$ cat src/rtl/hacd_pkg.sv
// Shared types and constants for the hawk AXI write path: request/ready/response
// packets, requester id type and the arbiter's FSM encoding.
package hacd_pkg;

  localparam int unsigned AXI_ADDR_W = 32;
  localparam int unsigned AXI_DATA_W = 64;
  localparam int unsigned AXI_STRB_W = AXI_DATA_W / 8;

  localparam int unsigned HAWK_NUM_OUTSTANDING = 8;

  typedef logic req_id_t;
  localparam req_id_t REQ_S0 = 1'b0;
  localparam req_id_t REQ_S1 = 1'b1;

  typedef struct packed {
    logic [AXI_ADDR_W-1:0] addr;
    logic [AXI_DATA_W-1:0] data;
    logic [AXI_STRB_W-1:0] strb;
    logic                  awvalid;
    logic                  wvalid;
  } axi_wr_reqpkt_t;

  typedef struct packed {
    logic awready;
    logic wready;
  } axi_wr_rdypkt_t;

  typedef struct packed {
    logic       bvalid;
    logic [1:0] bresp;
  } axi_wr_resppkt_t;

  typedef enum logic [1:0] {
    ARB_IDLE     = 2'd0,
    ARB_ISSUE_AW = 2'd1,
    ARB_ISSUE_W  = 2'd2
  } arb_state_e;

  // Ceiling log2; clogb2(1) = 0.
  function automatic int unsigned clogb2(input int unsigned value);
    int unsigned width;
    width = 0;
    for (int i = 0; i < 32; i++) begin
      if (((value - 1) >> i) != 0) width = i + 1;
    end
    return width;
  endfunction

endpackage

$ cat src/rtl/hawk_id_fifo.sv
// Order FIFO of requester ids: remembers which requester owns each write issued
// on the master port so B responses can be routed back in issue order.
module hawk_id_fifo
  import hacd_pkg::*;
#(
  parameter int unsigned DEPTH = HAWK_NUM_OUTSTANDING,
  localparam int unsigned PTR_W = clogb2(DEPTH),
  localparam int unsigned CNT_W = clogb2(DEPTH) + 1
) (
  input  logic    clk_i,
  input  logic    rst_i,
  input  logic    push,
  input  req_id_t push_id,
  input  logic    pop,
  output req_id_t pop_id,
  output logic    full,
  output logic    empty
);

  logic [PTR_W-1:0] wr_ptr_reg;
  logic [PTR_W-1:0] rd_ptr_reg;
  logic [CNT_W-1:0] count_reg;
  req_id_t          mem [DEPTH];
  logic             do_push;
  logic             do_pop;

  assign full    = (count_reg == CNT_W'(DEPTH));
  assign empty   = (count_reg == '0);
  assign do_push = push && !full;
  assign do_pop  = pop && !empty;
  assign pop_id  = mem[rd_ptr_reg];

  // DEPTH is a power of two, so the pointers wrap by natural overflow.
  always_ff @(posedge clk_i or posedge rst_i) begin
    if (rst_i) begin
      wr_ptr_reg <= '0;
      rd_ptr_reg <= '0;
      count_reg  <= '0;
    end else begin
      if (do_push) wr_ptr_reg <= wr_ptr_reg + 1'b1;
      if (do_pop)  rd_ptr_reg <= rd_ptr_reg + 1'b1;
      case ({do_push, do_pop})
        2'b10:   count_reg <= count_reg + 1'b1;
        2'b01:   count_reg <= count_reg - 1'b1;
        default: count_reg <= count_reg;
      endcase
    end
  end

  always_ff @(posedge clk_i) begin
    if (do_push) mem[wr_ptr_reg] <= push_id;
  end

endmodule

$ cat src/rtl/hawk_axiwr_arb.sv
// Two-requester single-beat AXI write arbiter: per-requester holding slots,
// round-robin grant onto one master port, and in-order B response routing.
module hawk_axiwr_arb
  import hacd_pkg::*;
#(
  parameter int unsigned NUM_OUTSTANDING = HAWK_NUM_OUTSTANDING
) (
  input  logic            clk_i,
  input  logic            rst_i,
  input  axi_wr_reqpkt_t  s0_wr_reqpkt,
  output axi_wr_rdypkt_t  s0_wr_rdypkt,
  output axi_wr_resppkt_t s0_wr_resppkt,
  input  axi_wr_reqpkt_t  s1_wr_reqpkt,
  output axi_wr_rdypkt_t  s1_wr_rdypkt,
  output axi_wr_resppkt_t s1_wr_resppkt,
  output axi_wr_reqpkt_t  m_wr_reqpkt,
  input  axi_wr_rdypkt_t  m_wr_rdypkt,
  input  axi_wr_resppkt_t m_wr_resppkt,
  output logic            m_bready,
  output logic            bus_error,
  output logic            arb_idle
);

  arb_state_e state_reg, state_next;
  req_id_t    grant_reg, grant_next;
  req_id_t    last_reg, last_next;
  logic       bus_error_reg;

  axi_wr_reqpkt_t  s_req  [2];
  axi_wr_rdypkt_t  s_rdy  [2];
  axi_wr_resppkt_t s_resp [2];

  logic [AXI_ADDR_W-1:0] slot_addr [2];
  logic [AXI_DATA_W-1:0] slot_data [2];
  logic [AXI_STRB_W-1:0] slot_strb [2];
  logic [1:0]            slot_elig;
  logic [1:0]            slot_busy;

  logic    fifo_push;
  logic    fifo_full;
  logic    fifo_empty;
  req_id_t fifo_pop_id;
  logic    b_hs;
  logic    w_hs;

  assign s_req[0]      = s0_wr_reqpkt;
  assign s_req[1]      = s1_wr_reqpkt;
  assign s0_wr_rdypkt  = s_rdy[0];
  assign s1_wr_rdypkt  = s_rdy[1];
  assign s0_wr_resppkt = s_resp[0];
  assign s1_wr_resppkt = s_resp[1];

  assign m_bready  = !fifo_empty;
  assign b_hs      = m_wr_resppkt.bvalid && m_bready;
  assign bus_error = bus_error_reg;
  assign arb_idle  = (state_reg == ARB_IDLE) && fifo_empty && (slot_busy == 2'b00);

  for (genvar gi = 0; gi < 2; gi++) begin : g_slot
    logic [AXI_ADDR_W-1:0] addr_reg;
    logic [AXI_DATA_W-1:0] data_reg;
    logic [AXI_STRB_W-1:0] strb_reg;
    logic                  aw_reg;
    logic                  w_reg;
    axi_wr_resppkt_t       resp_reg;
    logic                  clr;

    assign clr = w_hs && (grant_reg == req_id_t'(gi));

    always_ff @(posedge clk_i or posedge rst_i) begin
      if (rst_i) begin
        addr_reg <= '0;
        data_reg <= '0;
        strb_reg <= '0;
        aw_reg   <= 1'b0;
        w_reg    <= 1'b0;
      end else if (clr) begin
        aw_reg <= 1'b0;
        w_reg  <= 1'b0;
      end else begin
        if (s_req[gi].awvalid && !aw_reg) begin
          aw_reg   <= 1'b1;
          addr_reg <= s_req[gi].addr;
        end
        if (s_req[gi].wvalid && aw_reg && !w_reg) begin
          w_reg    <= 1'b1;
          data_reg <= s_req[gi].data;
          strb_reg <= s_req[gi].strb;
        end
      end
    end

    // B response is a registered one-cycle pulse to the owner of the FIFO head.
    always_ff @(posedge clk_i or posedge rst_i) begin
      if (rst_i) begin
        resp_reg <= '0;
      end else if (b_hs && (fifo_pop_id == req_id_t'(gi))) begin
        resp_reg <= '{bvalid: 1'b1, bresp: m_wr_resppkt.bresp};
      end else begin
        resp_reg <= '0;
      end
    end

    assign s_rdy[gi]     = '{awready: !aw_reg, wready: aw_reg && !w_reg};
    assign s_resp[gi]    = resp_reg;
    assign slot_addr[gi] = addr_reg;
    assign slot_data[gi] = data_reg;
    assign slot_strb[gi] = strb_reg;
    assign slot_elig[gi] = aw_reg && w_reg && !fifo_full;
    assign slot_busy[gi] = aw_reg || w_reg;
  end

  always_ff @(posedge clk_i or posedge rst_i) begin
    if (rst_i) begin
      state_reg     <= ARB_IDLE;
      grant_reg     <= REQ_S0;
      last_reg      <= REQ_S1;
      bus_error_reg <= 1'b0;
    end else begin
      state_reg <= state_next;
      grant_reg <= grant_next;
      last_reg  <= last_next;
      if ((b_hs && (m_wr_resppkt.bresp != 2'b00)) || (m_wr_resppkt.bvalid && fifo_empty)) begin
        bus_error_reg <= 1'b1;
      end
    end
  end

  always_comb begin
    state_next  = state_reg;
    grant_next  = grant_reg;
    last_next   = last_reg;
    m_wr_reqpkt = '0;
    fifo_push   = 1'b0;
    w_hs        = 1'b0;
    case (state_reg)
      ARB_IDLE: begin
        if (slot_elig != 2'b00) begin
          state_next = ARB_ISSUE_AW;
          if (slot_elig == 2'b11) grant_next = ~last_reg;
          else                    grant_next = slot_elig[1] ? REQ_S1 : REQ_S0;
        end
      end
      ARB_ISSUE_AW: begin
        m_wr_reqpkt.awvalid = 1'b1;
        m_wr_reqpkt.addr    = slot_addr[grant_reg];
        if (m_wr_rdypkt.awready) begin
          fifo_push  = 1'b1;
          state_next = ARB_ISSUE_W;
        end
      end
      ARB_ISSUE_W: begin
        m_wr_reqpkt.wvalid = 1'b1;
        m_wr_reqpkt.addr   = slot_addr[grant_reg];
        m_wr_reqpkt.data   = slot_data[grant_reg];
        m_wr_reqpkt.strb   = slot_strb[grant_reg];
        if (m_wr_rdypkt.wready) begin
          w_hs       = 1'b1;
          last_next  = grant_reg;
          state_next = ARB_IDLE;
        end
      end
      default: state_next = ARB_IDLE;
    endcase
  end

  hawk_id_fifo #(
    .DEPTH(NUM_OUTSTANDING)
  ) u_order_fifo (
    .clk_i  (clk_i),
    .rst_i  (rst_i),
    .push   (fifo_push),
    .push_id(grant_reg),
    .pop    (b_hs),
    .pop_id (fifo_pop_id),
    .full   (fifo_full),
    .empty  (fifo_empty)
  );

endmodule

$ cat config.mk
export PLATFORM = sky130hd
export DESIGN_NAME = hawk_axiwr_arb
export DESIGN_NICKNAME = d
export VERILOG_FILES = /design/src/rtl/hacd_pkg.sv /design/src/rtl/hawk_id_fifo.sv /design/src/rtl/hawk_axiwr_arb.sv
export SDC_FILE = /design/constraint.sdc
export NUM_CORES = 1
export LEC_CHECK = 0
export BUFFER_PORTS_ARGS = -buffer_cell sky130_fd_sc_hd__buf_2
export CAP_MARGIN = 5
export CORE_ASPECT_RATIO = 0.75
export CORE_MARGIN = 1.5
export CORE_UTILIZATION = 52
export CTS_CLUSTER_SIZE = 25
export DETAILED_ROUTE_END_ITERATION = 8
export GPL_ROUTABILITY_DRIVEN = 0
export PLACE_DENSITY = 0.85
export SLEW_MARGIN = 20
export SYNTH_ARGS = -nofsm -noshare
export SYNTH_HDL_FRONTEND = slang
export SYNTH_HIERARCHICAL = 1
export SYNTH_SLANG_ARGS = --single-unit
$ cat constraint.sdc
create_clock -name clk_i -period 9.41 [get_ports clk_i]
set_clock_uncertainty 0.2 [all_clocks]
set_input_delay 1.882 -clock clk_i [delete_from_list [all_inputs] [get_ports clk_i]]
set_output_delay 1.882 -clock clk_i [all_outputs]
set_load 0.05 [all_outputs]
---- Word level (Yosys, flattened, before mapping) ----
Memory sizes are Yosys's and may differ from the RTL's.
Cells that the tools add are included.
word-level totals
  register bits after elaboration ......... 233
  bits in writable memories ............... 8
  input port bits ......................... 219
  output and inout port bits .............. 119
  logic and storage cells ................. 128
  memories ................................ 1
operators by class
  add/subtract/negate cells ............... 4
  $lt $le $gt $ge ......................... 1
  eq/ne operators ......................... 9
  muxes and demuxes ....................... 36
  bitwise operators ....................... 6
  reductions and logical operators ........ 50
memories
  memory            depth  width  read ports  clocked after memory_dff  wr ports  line                text
  u_order_fifo.mem  8      1      1           0                         1         hawk_id_fifo.sv:23  req_id_t mem [DEPTH];
operator list
  cell                 number
  $mux 64              3
  $mux 32              4
  $mux 72              1
  $mux 8               3
  $logic_and 1x1->1    23
  $mux 1               18
  $reduce_bool 2->1    7
  $reduce_and 2->1     6
  $pmux 4 s2           1
  $add 3x1->3 const B  2
  $eq 2x2->1 const B   3
  $logic_not 1->1      6
  $mux 2               3
  $mux 3               2
  $pmux 2 s3           1
  $not 1->1            5
  $add 4x1->4 const B  1
  $eq 2x1->1 const B   2
  $eq 4x4->1 const B   1
  $logic_not 2->1      2
  $logic_not 4->1      1
  $ne 2x2->1 const B   2
  $sub 4x1->4 const B  1
  $logic_or 1x1->1     3
  5 further kinds      5

---- Depth between registers and ports, before layout ----
  depth in word-level cells ............... 6
  depth in mapped cells ................... 9
  mapped depth without buffers ............ 9

---- Modules after synthesis ----
The synthesis kept the hierarchy.
modules (own cells, without submodules)
  module          instances  cells an instance  area an instance (µm²)  seq. area each (µm²)
  hawk_axiwr_arb  1          737                9978.3                  5581.6
  hawk_id_fifo    1          79                 962.2                   490.5

---- Worst setup path after synthesis ----
Ideal clock, no wire load.
  path kind ............................... register to output
  start ................................... register u_order_fifo.count_reg[0]
  end ..................................... output arb_idle
  data arrival time ....................... 2.335 ns
  data required time ...................... 7.328 ns
  slack ................................... 4.993 ns
  cell stages (with the launch flop) ...... 4
  buffers on the path ..................... 0
  cell sequence ........................... dfrtp_1 nor4_1 inv_1 nor3_1
between the ends
  longest elaborated chain between the ends .. 3
ends and longest elaborated chain
  item                             line                  text
  start: declaration               hawk_id_fifo.sv:22    logic [CNT_W-1:0] count_reg;
  start signal: assignment         hawk_id_fifo.sv:43    2'b10: count_reg <= count_reg + 1'b1;
  start signal: assignment         hawk_id_fifo.sv:44    2'b01: count_reg <= count_reg - 1'b1;
  start signal: assignment         hawk_id_fifo.sv:45    default: count_reg <= count_reg;
  $logic_not 4->1                  hawk_id_fifo.sv:28    assign empty = (count_reg == '0);
  via fifo_empty                   hawk_axiwr_arb.sv:41  logic fifo_empty;
  $logic_and 1x1->1 (2 in series)  hawk_axiwr_arb.sv:56  assign arb_idle = (state_reg == ARB_IDLE) && fifo_empty && (slot_busy == 2'b00);
  end: declaration                 hawk_axiwr_arb.sv:21  output logic arb_idle
The timed path passes the listed nets, and every way through them passes these cells.

==> flow_summary.toml <==
[detailed_routing]
detailroute.via_count = 7607
antenna_violating_nets_post_route = 0
number_of_design_rule_violations_left_by_the_first_detailed_router_iteration = 410
post_detailed_route_wirelength_per_cell_um = 18.12
drt-pass1-iter-count = 4
detail_route.wirelength_mm = 26.17
drc_errors = 0
avgViaCountPerCell = 5.268

[logic_synthesis]
mappedNetlistNets = 1045
yosys.cell_count.top_type = "sky130_fd_sc_hd__dfrtp_1"
ys_seq_area_share_pct = 55.50
ys_top_cells_by_area = "sky130_fd_sc_hd__dfrtp_1 53%, sky130_fd_sc_hd__mux2_2 20%, sky130_fd_sc_hd__mux2i_1 9.6%, sky130_fd_sc_hd__nor2_1 3.0%, sky130_fd_sc_hd__edfxtp_1 2.2%"
ys_warn_count = 6
post_synthesis_cell_type_with_the_largest_combined_area = "sky130_fd_sc_hd__dfrtp_1"
synth-main-ff-cell = "sky130_fd_sc_hd__dfrtp_1"
synth_cells = 816
netlist_area_sq_um = 10940
synthDominantCellAreaShare_pct = 53.06
synth_top_cells_by_count = "232 x sky130_fd_sc_hd__dfrtp_1, 195 x sky130_fd_sc_hd__mux2_2, 105 x sky130_fd_sc_hd__mux2i_1, 86 x sky130_fd_sc_hd__nor2_1, 35 x sky130_fd_sc_hd__nor2b_1"
postSynthRegisterBits = 241
synth.avg_cell_area_sq_um = 13.41
synth_edf_count = 8
post_synth_num_cell_types = 45
async_reset_ff_share_pct = 96.68

[clock_tree]
clock-sinks = 241
cts_max_level = 1
clk-insertion-delay-late_ns = 0.51
cts_post_setup_buffers_inserted = 0
number_of_cells_upsized_or_downsized_after_cts = 0
hold_bufs_inserted_after_cts = 0
ctsLongestPathBuffers = 3
cts_made_buffers = 24
tritoncts = "built"
clock_slew_seen_by_the_registers_of_the_worst_setup_and_hold_paths_ns = 0.06
root_buffer = "sky130_fd_sc_hd__clkbuf_16"

[timing]
rsz_0062_raised_after_global_routing = "no"
finalHoldViolCount = 0
finalSetupViolCount = 0
setup_slack_ns = 4.100
worst_slew_pin_slew_ns = 1.106
sum_of_negative_setup_slack_ns = 0
max_freq_mhz = 188.3
slew_margin_rel_pct = 26.25
min_period_ns = 5.310
slew_viol_final = 0
min_period_over_period_pct = 56.43

[die]
die_h_um = 128.6
design.die.area_sq_um = 21930
placementRows = 45
core_sq_um = 20440
die_width_um = 170.5
start_util_pct = 53.53
ioPinCount = 338

[worst_setup_path]
setup.reg_to_reg.worst_slack_ns = 6.27
critical_path.max_fanout = 66
timing.critical_path.to_type = "primary output"
reg2reg_depth = 9
critical_path.max_stage_delay_ns = 1.10
timing.critical_path.from_type = "flip-flop"
worstPathArrival_ns = 3.23
critical_setup_path_class = "flip-flop to primary output"
terminus_of_the_critical_flop_to_flop_path = "u_order_fifo/count_reg[3]"
critPathLaunch = "grant_reg"
critical_path_cell_list = "buf_4 -> mux2i_1 -> nor2_1 -> buf_2"
reg2reg_from = "u_order_fifo/count_reg[0]"
slowest_stage = "sky130_fd_sc_hd__dfrtp_4"
worst_ep_required_time_ns = 7.33

[grt]
grt.total_usage_pct = 23.65
pin_count_of_the_biggest_net_entering_global_routing = 85
via_count_of_the_first_global_routing_pass = 7727
grt_antenna_before_repair = 3
use_met1_pct = 30.18
gr-max-usage-layer = "met2"
grt.met2_usage_pct = 39.68
remaining_global_route_overflow = 0
grt_pass1_wl_mm = 40.54
global_route.usage.met3_pct = 6.890

[job]
max_cap_viol_count = 0

[power]
powerDensity_nw_per_um2 = 378.5
ir_drop_uv = 278.1
total_leakage_power_nw = 6.894

[placed_design]
buffer_ports.inserted = 337
dp_hpwl_mm = 18.34
post-place-ws_ns = 4.699

[cells_and_area]
flow.area_growth_from_synthesis_pct = 24.47
nets = 1373
largest_register_ff_count = 128
layout-drive-gt1-share_pct = 50.56

[hold_path]
hold_path_end = "last_reg"
hold_path.class = "flip-flop to flip-flop"
worstHoldPathCells = 2
holdCritStartpoint = "last_reg"

[status]
outcome = "completed"
layout make-up:
class / count / area (sq um)
sequential: 241 / 6076
multi-input combinational: 516 / 4609
timing repair buffer: 346 / 1754
inverter: 15 / 63.81
clock buffer: 40 / 742.0
tap: 282 / 352.8
clock inverter: 3 / 17.52
fill: 1498 / 6820
antenna: 1 / 2.502
logic make-up after synthesis:
kind of cell / count (synthesis) / share of synthesized area [%]
muxes: 319 / 31.84
adders and majority gates: 10 / 1.212
buffers and inverters: 59 / 2.402
and+or+nand+nor: 162 / 7.285
xor gates and xnor gates: 6 / 0.4803
DFF: 241 / 55.50
AOI/OAI and AO/OA: 19 / 1.281
how the worst max path moves through the flow:
| stage | endpoint | slack (ns) | cells after the start |
|---|---|---|---|
| 3_3_place_gp | m_wr_reqpkt[61] | 4.71 | 4 |
| 3_5_place_dp | m_wr_reqpkt[61] | 4.70 | 4 |
| 2_1_floorplan | bus_error | 1.22 | 1 |
| 4_1_cts | m_wr_reqpkt[71] | 4.14 | 4 |
| 5_1_grt | m_wr_reqpkt[38] | 3.98 | 4 |
| 6_report | m_wr_reqpkt[58] | 4.10 | 4 |
power breakdown:
| group | total, mW | switching [mW] | leakage [nW] | internal, mW |
|---|---|---|---|---|
| sequential | 1.89 | 0.352 | 2.90 | 1.54 |
| clock | 0.917 | 0.382 | 0.370 | 0.535 |
| combinational | 2.35 | 1.40 | 3.63 | 0.943 |
| total | 5.15 | 2.14 | 6.89 | 3.02 |
cells in the final DEF, fill, tap and decap left out, types with 10 or more instances in the layout:
master / count
sky130_fd_sc_hd__buf_2: 337
sky130_fd_sc_hd__clkbuf_16: 25
sky130_fd_sc_hd__dfrtp_1: 231
sky130_fd_sc_hd__inv_1: 13
sky130_fd_sc_hd__mux2_1: 17
sky130_fd_sc_hd__mux2_2: 195
sky130_fd_sc_hd__mux2i_1: 105
sky130_fd_sc_hd__nand2_1: 10
sky130_fd_sc_hd__nor2_1: 86
sky130_fd_sc_hd__nor2b_1: 35
stage by stage:
step	cells	power [mW]	hold slack [ns]	utilization, %	instance area, sq um
2_1_floorplan	816	3.703	0.2355	-	10940
3_3_place_gp	1400	4.172	0.2440	62.90	12860
3_5_place_dp	1400	4.256	0.2519	62.90	12860
4_1_cts	1443	5.199	0.2643	66.62	13620
5_1_grt	1444	5.447	0.2980	66.63	13620
6_report	1444	5.154	0.2613	66.63	13620
metal layers:
| layer | vias up | routed length, um |
|---|---|---|
| li1 | 3527 | - |
| met1 | 3755 | 10740 |
| met2 | 270 | 12570 |
| met3 | 53 | 2100 |
| met4 | 2 | 745 |
| met5 | - | 7 |
worst max-delay path: cells and delay by family, from the launching register on:
family,cells,cell delay [ns]
buffers and inverters,2,1.11
DFF,1,1.10
muxes,1,0.18
and+or+nand+nor,1,0.16
No activity file was read; power rests on OpenSTA's default activity.
